==> src/rtl/mux_pkg.sv <==
// Shared constants and width helpers for the rr_mux arbitrated multiplexer.
package mux_pkg;

  localparam int MODE_FIXED = 0;
  localparam int MODE_RR    = 1;

  function automatic int clog2(input int n);
    int r;
    r = 0;
    for (int i = 0; i < 32; i++) begin
      if ((1 << r) < n) r++;
    end
    return r;
  endfunction

  // Select field is never narrower than one bit, even for a single-bit index space.
  function automatic int sel_width(input int n);
    return (clog2(n) < 1) ? 1 : clog2(n);
  endfunction

endpackage

==> src/rtl/rr_arbiter.sv <==
// One-hot arbiter for rr_mux: fixed-priority or round-robin search starting at ptr.
// Packet lock (stay on a channel until its last beat) is built when RR_MUX_LOCK_EN is defined.
module rr_arbiter
  import mux_pkg::*;
#(
  parameter  int NUM_IN = 4,
  parameter  int MODE   = MODE_RR,
  localparam int SEL_W  = sel_width(NUM_IN)
) (
  input  logic              clock,
  input  logic              reset,
  input  logic [NUM_IN-1:0] req,
  input  logic              advance,
`ifdef RR_MUX_LOCK_EN
  input  logic              last,
`endif
  output logic [NUM_IN-1:0] grant,
  output logic [SEL_W-1:0]  grant_idx
);

  logic [SEL_W-1:0]  r_ptr;
  logic [SEL_W-1:0]  w_start;
  logic [SEL_W-1:0]  w_next_ptr;
  logic [SEL_W:0]    w_cand;
  logic              w_found;
  logic [NUM_IN-1:0] w_rr_grant;
  logic [SEL_W-1:0]  w_rr_idx;

  // Walk channels starting at w_start, wrapping modulo NUM_IN; first requester wins.
  always_comb begin
    w_start    = (MODE == MODE_RR) ? r_ptr : '0;
    w_cand     = '0;
    w_found    = 1'b0;
    w_rr_idx   = '0;
    w_rr_grant = '0;
    for (int i = 0; i < NUM_IN; i++) begin
      w_cand = {1'b0, w_start} + (SEL_W+1)'(i);
      if (w_cand >= (SEL_W+1)'(NUM_IN)) w_cand = w_cand - (SEL_W+1)'(NUM_IN);
      if (!w_found && req[w_cand[SEL_W-1:0]]) begin
        w_found  = 1'b1;
        w_rr_idx = w_cand[SEL_W-1:0];
      end
    end
    if (w_found) w_rr_grant = NUM_IN'(1) << w_rr_idx;
  end

  assign w_next_ptr = (grant_idx == SEL_W'(NUM_IN - 1)) ? '0 : grant_idx + 1'b1;

`ifdef RR_MUX_LOCK_EN
  logic             r_locked;
  logic [SEL_W-1:0] r_lock_idx;

  always_comb begin
    grant     = w_rr_grant;
    grant_idx = w_rr_idx;
    if (r_locked) begin
      grant_idx = r_lock_idx;
      grant     = req[r_lock_idx] ? (NUM_IN'(1) << r_lock_idx) : '0;
    end
  end

  // The pointer only moves when a packet completes, so a locked burst counts as one turn.
  always_ff @(posedge clock or posedge reset) begin
    if (reset) begin
      r_ptr      <= '0;
      r_locked   <= 1'b0;
      r_lock_idx <= '0;
    end else if (advance) begin
      if (last) begin
        r_locked <= 1'b0;
        if (MODE == MODE_RR) r_ptr <= w_next_ptr;
      end else begin
        r_locked   <= 1'b1;
        r_lock_idx <= grant_idx;
      end
    end
  end
`else
  assign grant     = w_rr_grant;
  assign grant_idx = w_rr_idx;

  always_ff @(posedge clock or posedge reset) begin
    if (reset) begin
      r_ptr <= '0;
    end else if (advance && (MODE == MODE_RR)) begin
      r_ptr <= w_next_ptr;
    end
  end
`endif

endmodule

==> src/rtl/rr_mux.sv <==
// Registered NUM_IN:1 valid/ready multiplexer with an internal fixed-priority or round-robin arbiter.
// Define RR_MUX_LOCK_EN to add in_last/out_last and hold the grant for a whole packet.
module rr_mux
  import mux_pkg::*;
#(
  parameter  int WIDTH  = 32,
  parameter  int NUM_IN = 4,
  parameter  int MODE   = MODE_RR,
  localparam int SEL_W  = sel_width(NUM_IN)
) (
  input  logic                    clock,
  input  logic                    reset,
  input  logic [NUM_IN-1:0]       in_valid,
  input  logic [NUM_IN*WIDTH-1:0] in_data,
`ifdef RR_MUX_LOCK_EN
  input  logic [NUM_IN-1:0]       in_last,
  output logic                    out_last,
`endif
  output logic [NUM_IN-1:0]       in_ready,
  output logic                    out_valid,
  input  logic                    out_ready,
  output logic [WIDTH-1:0]        out_data,
  output logic [SEL_W-1:0]        out_sel
);

  logic              r_valid;
  logic [WIDTH-1:0]  r_data;
  logic [SEL_W-1:0]  r_sel;
  logic [NUM_IN-1:0] w_grant;
  logic [SEL_W-1:0]  w_grant_idx;
  logic              w_slot_free;
  logic              w_load;
  logic [WIDTH-1:0]  w_sel_data;

  rr_arbiter #(
    .NUM_IN (NUM_IN),
    .MODE   (MODE)
  ) u_arb (
    .clock     (clock),
    .reset     (reset),
    .req       (in_valid),
    .advance   (w_load),
`ifdef RR_MUX_LOCK_EN
    .last      (|(in_last & w_grant)),
`endif
    .grant     (w_grant),
    .grant_idx (w_grant_idx)
  );

  // A grant can be empty while requests exist only when a lock is held on an idle channel.
  assign w_slot_free = !r_valid || out_ready;
  assign w_load      = w_slot_free && (|w_grant) && !reset;
  assign in_ready    = w_load ? w_grant : '0;

  always_comb begin
    w_sel_data = '0;
    for (int i = 0; i < NUM_IN; i++) begin
      w_sel_data = w_sel_data | ({WIDTH{w_grant[i]}} & in_data[i*WIDTH +: WIDTH]);
    end
  end

`ifdef RR_MUX_LOCK_EN
  logic r_last;

  always_ff @(posedge clock or posedge reset) begin
    if (reset) begin
      r_last <= 1'b0;
    end else if (w_load) begin
      r_last <= |(in_last & w_grant);
    end
  end

  assign out_last = r_last;
`endif

  // Output register: load replaces the held beat, otherwise an accepted beat drains.
  always_ff @(posedge clock or posedge reset) begin
    if (reset) begin
      r_valid <= 1'b0;
      r_data  <= '0;
      r_sel   <= '0;
    end else if (w_load) begin
      r_valid <= 1'b1;
      r_data  <= w_sel_data;
      r_sel   <= w_grant_idx;
    end else if (out_ready) begin
      r_valid <= 1'b0;
    end
  end

  assign out_valid = r_valid;
  assign out_data  = r_data;
  assign out_sel   = r_sel;

endmodule
==> config.mk <==
export PLATFORM = sky130hd
export DESIGN_NAME = rr_mux
export DESIGN_NICKNAME = d
export VERILOG_FILES = /design/src/rtl/mux_pkg.sv /design/src/rtl/rr_arbiter.sv /design/src/rtl/rr_mux.sv
export SDC_FILE = /design/constraint.sdc
export NUM_CORES = 1
export LEC_CHECK = 0
export BUFFER_PORTS_ARGS = -buffer_cell sky130_fd_sc_hd__buf_2
export CAP_MARGIN = 20
export CORE_UTILIZATION = 42
export DETAILED_ROUTE_END_ITERATION = 7
export PLACE_DENSITY = 0.92
export SYNTH_ARGS = -nofsm -noshare
export SYNTH_HDL_FRONTEND = slang
export SYNTH_SLANG_ARGS = --single-unit
export TNS_END_PERCENT = 5
==> constraint.sdc <==
create_clock -name clock -period 5.26 [get_ports clock]
set_input_delay 0.263 -clock clock [delete_from_list [all_inputs] [get_ports clock]]
set_output_delay 0.263 -clock clock [all_outputs]
set_load 0.02 [all_outputs]
### Yosys cells after proc, flatten, opt, wreduce, memory -nomap -nowiden

Cells that the tools add are included.

* bits in registers: 37
* input port bits: 135
* output and inout bits: 39
* word-level logic and storage cells: 67

* add/sub/neg operators: 8
* $lt $le $gt $ge: 8
* eq/ne operators: 1
* shift operators: 1
* mux-type cells: 25
* bitwise gates (word level): 7
* reduce and logical (&&, ||, !) cells: 13

Operators by type and width (number)
* $and 32x32->32: 4
* $or 32x32->32: 3
* $mux 2: 9
* $lt 2x3->1 const B: 4
* $mux 1: 10
* $ge 3x3->1 const B: 3
* $bmux 1 s2: 4
* $mux 4: 2
* $sub 2x1->2 const B: 4
* $add 2x2->3 const B: 2
* $logic_and 1x1->1: 5
* $logic_not 1->1: 5
* $reduce_or 4->1: 1
* $shl 1x2->4 const A: 1
* $add 2x1->3 const B: 1
* $ge 2x3->1 const B: 1
* $add 2x1->2 const B: 1
* $eq 2x2->1 const B: 1
* $reduce_bool 2->1: 1
* $logic_or 1x1->1: 1

### Logic depth before layout (Yosys ltp)

* word-level depth: 20
* depth in mapped cells: 9
* gate-level depth less buffers: 7

### Modules after synthesis

A second synthesis with hierarchy kept.

* cells, all modules: 229
* area, all modules: 2439.8 um^2

By module, submodules not included
* rr_mux: instances 1, cells each 194, area an instance 2152.1 um^2, seq. area each 875.8 um^2
* rr_arbiter: instances 1, cells each 35, area an instance 287.8 um^2, seq. area each 50.0 um^2

### Least setup slack after synthesis

OpenSTA, ideal clock, no wires.

* path type: flip-flop to output port
* start: register u_arb.r_ptr[0]
* end: output in_ready[2]
* arrival: 1.748 ns
* required time: 4.997 ns
* path slack: 3.249 ns
* cell stages (with the launch flop): 8
* path buffers: 2
* cell sequence: dfrtp_1 > nor2b_1 > nor3b_1 > o22ai_1 > ha_1 > clkbuf_1 > clkbuf_1 > and2_1

* word-level cells in the longest chain between the ends: 20
* elaborated cells between the ends (all ways): 43
* those cells by class: 7 x add/sub; 4 x order compare; 1 x shift; 22 x mux; 9 x reduce/logical

Ends and longest elaborated chain
* start: declaration: RTL line rr_arbiter.sv:21 `logic [SEL_W-1:0] r_ptr;`
* start signal: assignment: RTL line rr_arbiter.sv:86 `r_ptr <= w_next_ptr;`
* parallel branches: the longest is 15 deep, another holds $add 2x1->3
* $mux 4 *: RTL line rr_arbiter.sv:44 `if (w_found) w_rr_grant = NUM_IN'(1) << w_rr_idx;`
* $reduce_or 4->1: RTL line rr_mux.sv:52 `assign w_load = w_slot_free && (|w_grant) && !reset;`
* $logic_and 1x1->1 (2 in a row): RTL line rr_mux.sv:52
* $mux 4 *: RTL line rr_mux.sv:53 `assign in_ready = w_load ? w_grant : '0;`
* end: declaration: RTL line rr_mux.sv:19 `output logic [NUM_IN-1:0] in_ready,`

Mark *: on every way between the ends. The select of a mux whose other input is x is not followed.

### Final worst setup path

* start: register u_arb.r_ptr[0]
* end: output in_ready[1]

* word-level cells in the longest chain between the ends: 20
* elaborated cells between the ends (all ways): 43
* those cells by class: 7 x add/sub; 4 x order compare; 1 x shift; 22 x mux; 9 x reduce/logical

Ends and longest elaborated chain
* parallel branches: the longest is 13 deep, another holds $add 2x1->3
* $mux 2 *: RTL line rr_arbiter.sv:39 `if (!w_found && req[w_cand[SEL_W-1:0]]) begin`
* via u_arb.grant_idx[0]: RTL line rr_arbiter.sv:18 `output logic [SEL_W-1:0] grant_idx`
* $shl 1x2->4 *: RTL line rr_arbiter.sv:44
* $mux 4 *: RTL line rr_arbiter.sv:44
* $reduce_or 4->1: RTL line rr_mux.sv:52
* $logic_and 1x1->1 (2 in a row): RTL line rr_mux.sv:52
* $mux 4 *: RTL line rr_mux.sv:53

Mark *: on every way through the listed nets, which the timed path passes. The select of a mux whose other input is x is not followed.

==> flow_summary.toml <==
[outcome]
status = "finished clean"

[clock_network]
clock_sinks = 37
clk_pin_slew_ns = 0.07
cts_resized = 0
ctsHtreeMaxLevel = 2
clk_latency_ns = 0.27
clockBufferDepth = 2
cts_root_buf = "clkbuf_8"
cts_setup_buffers = 0
cts_buffers = 5
cts_hold_buf = 0
cts_tree = "done"

[worst_setup_path]
cp-end-kind = "output pin"
cp_max_fo = 22
crit_type = "register to output pin"
critPathLaunchType = "register"
crit_arrival_ns = 2.43
cp.required_ns = 5.00

[final_layout]
final_net_count = 520
fin_cells = 448
final_layout_size_suffix_gt1_share_pct = 49.9
area_growth_pct = 47.3
layout.core_utilization_pct = 64.5
design_area_um2 = 3070
fillCellCount = 416
diodes = 0

[sta]
finClkSkew_ns = 0.00285
hold_violations = 0
maxClockFrequency_mhz = 371
maxSlewHeadroom_pct = 53.1
worst_slew_pin_slew_ns = 0.703
setup_viol = 0
rsz0062_at_grt = "no"
fin_crit_sh_pct = 51.3
setup_tns_ns = 0
slew_viol_final = 0
min_period_ns = 2.70

[drt]
vias_per_cell = 5.40
routed_wl_mm = 6.26
drtAntennaViolNets = 0
drtIter0Drc = 118
drc = 0
num_vias = 2418
first_pass_iters = 4
wl_per_cell_um = 14.0

[power_and_ir_drop]
ir_drop_v = 0.000252
powerDensity_nw_per_um2 = 492
leakage_nw = 1.49

[global_route]
grt-ovfl-total = 0
grt_max_degree = 73
grtUsageTotal_pct = 23.6
grt_pass1_wl_mm = 9.65
antenna_found_initial = 0
grt_pass1_vias = 2260

[floorplanning]
fp-row-count = 25
initial_core_util_pct = 43.8
dieWidth_um = 72.4
io_pins = 174
die_y_um = 72.4
core_um2 = 4750
die_area_um2 = 5240

[placed_design]
portBuffers = 173
place_inst = 438
place_area_um2 = 2930
hpwl_mm = 4.60
routabilityCongestion = 0.751

[synth]
synth_warnings = 0
syn_inst = 219
ys_seq_area_share_pct = 44.5
syn_avg_cell_area_um2 = 9.50
ys_seq_elements = 37
synth_cell_types = 21
syn-num-nets = 358
syn_area_um2 = 2080

[flow_run]
cap_violations = 0

[hold_path]
hold_path.class = "input port to async pin"
## cells in the mapped netlist, drive strengths merged
cell	n	area [um^2]
dfrtp	37	926
nor3b	3	22.5
nand2b	2	12.5
clkbuf	16	60.1
mux2i	1	10.0
a22oi	64	480
a31oi	32	200
and2	4	25.0
buf	8	63.8
o22ai	1	6.26
nor4	1	12.5
nor2	33	124
a21oi	1	5.00
inv	4	15.0
nor2b	3	18.8
mux2	3	33.8
ha	4	50.1
o21ai	1	5.00
o32a	1	10.0
## state kept, by name, summed over array words and instances, names as in the netlist
signal       count
out_valid        1
out_data        32
u_arb.r_ptr      2
out_sel          2
## area by class of cell
| class | instances | area, um^2 | area share, % |
|---|---|---|---|
| clock buffers | 7 | 86.3 | 2.82 |
| multi-input cells | 154 | 1020 | 33.3 |
| flip-flops and latches | 37 | 926 | 30.2 |
| inverters | 4 | 15.0 | 0.490 |
| well taps | 67 | 83.8 | 2.73 |
| repair buffers | 179 | 933 | 30.4 |
## routing by layer
metal | routed length (um) | GRT usage, % | up-vias
met5 | 0 | 0 | -
met4 | 136 | 9.15 | 0
met3 | 419 | 3.61 | 15
met2 | 3340 | 45.7 | 138
met1 | 2360 | 25.5 | 1105
li1 | - | - | 1160
## cells in the final DEF (no fill, tap or decap)
master    Yosys  layout
a22oi_1      64      64
mux2_2        3       3
mux2i_1       1       1
o32a_1        1       1
buf_4         2       3
nor4_2        1       1
nand2b_1      2       2
nor2b_1       3       3
clkbuf_1     16       1
dfrtp_1      37      37
buf_2         3     173
and2_1        4       4
clkbuf_8      0       6
ha_1          4       4
nor3b_1       3       2
buf_8         0       3
inv_1         4       4
o22ai_1       1       1
o21ai_0       1       1
nor2_1       33      33
a21oi_1       1       1
a31oi_1      32      32
nor3b_2       0       1
## cell families (layout without fill, tap and decap cells)
group                      after synthesis  in the layout  share of synthesized area, %
adders and majority gates                4              4                          2.41
muxes                                    4              4                          2.10
AOI/OAI and AO/OA                      100            100                          34.0
buffers and inverters                   28            190                          6.67
and+or+nand+nor                         46             46                          10.3
DFF                                     37             37                          44.5
## worst paths after layout
path | from | endpoint | slack [ns] | depth (start not counted)
min | reset | out_data[17]$_DFFE_PP0N_ | 0.09 | 2
max reg2reg | u_arb.r_ptr[0]$_DFFE_PP0N_ | out_data[30]$_DFFE_PP0N_ | 2.83 | 7
max in group asynchronous | reset | out_data[21]$_DFFE_PP0N_ | 4.46 | 3
min in group clock | reset | out_valid$_DFFE_PP0P_ | 0.26 | 2
max | u_arb.r_ptr[0]$_DFFE_PP0N_ | in_ready[1] | 2.56 | 8
min reg2reg | out_sel[0]$_DFFE_PP0N_ | out_sel[0]$_DFFE_PP0N_ | 0.52 | 2
## critical path, stage by stage (launching register included)
cell and delay (ns):
dfrtp_1 0.38, nor2b_1 0.08, nor3b_1 0.27, o22ai_1 0.23
inv_1 0.14, ha_1 0.50, buf_8 0.25, and2_1 0.14
buf_2 0.16
## through the flow
| step | hold WS (ns) | power, mW | setup WS [ns] |
|---|---|---|---|
| 2_1_floorplan | 0.375 | 1.02 | 3.25 |
| 3_3_place_gp | 0.423 | 1.26 | 2.69 |
| 3_5_place_dp | 0.437 | 1.29 | 2.53 |
| 4_1_cts | 0.131 | 1.48 | 2.25 |
| 5_1_grt | 0.171 | 1.62 | 2.40 |
| 6_report | 0.0931 | 1.51 | 2.56 |
## where the power goes
part,switching [mW],internal (mW)
sequential,0.0652,0.408
clock,0.0872,0.104
combinational,0.511,0.334
total,0.663,0.845
Note: power is estimated with default switching activity, not from simulation.
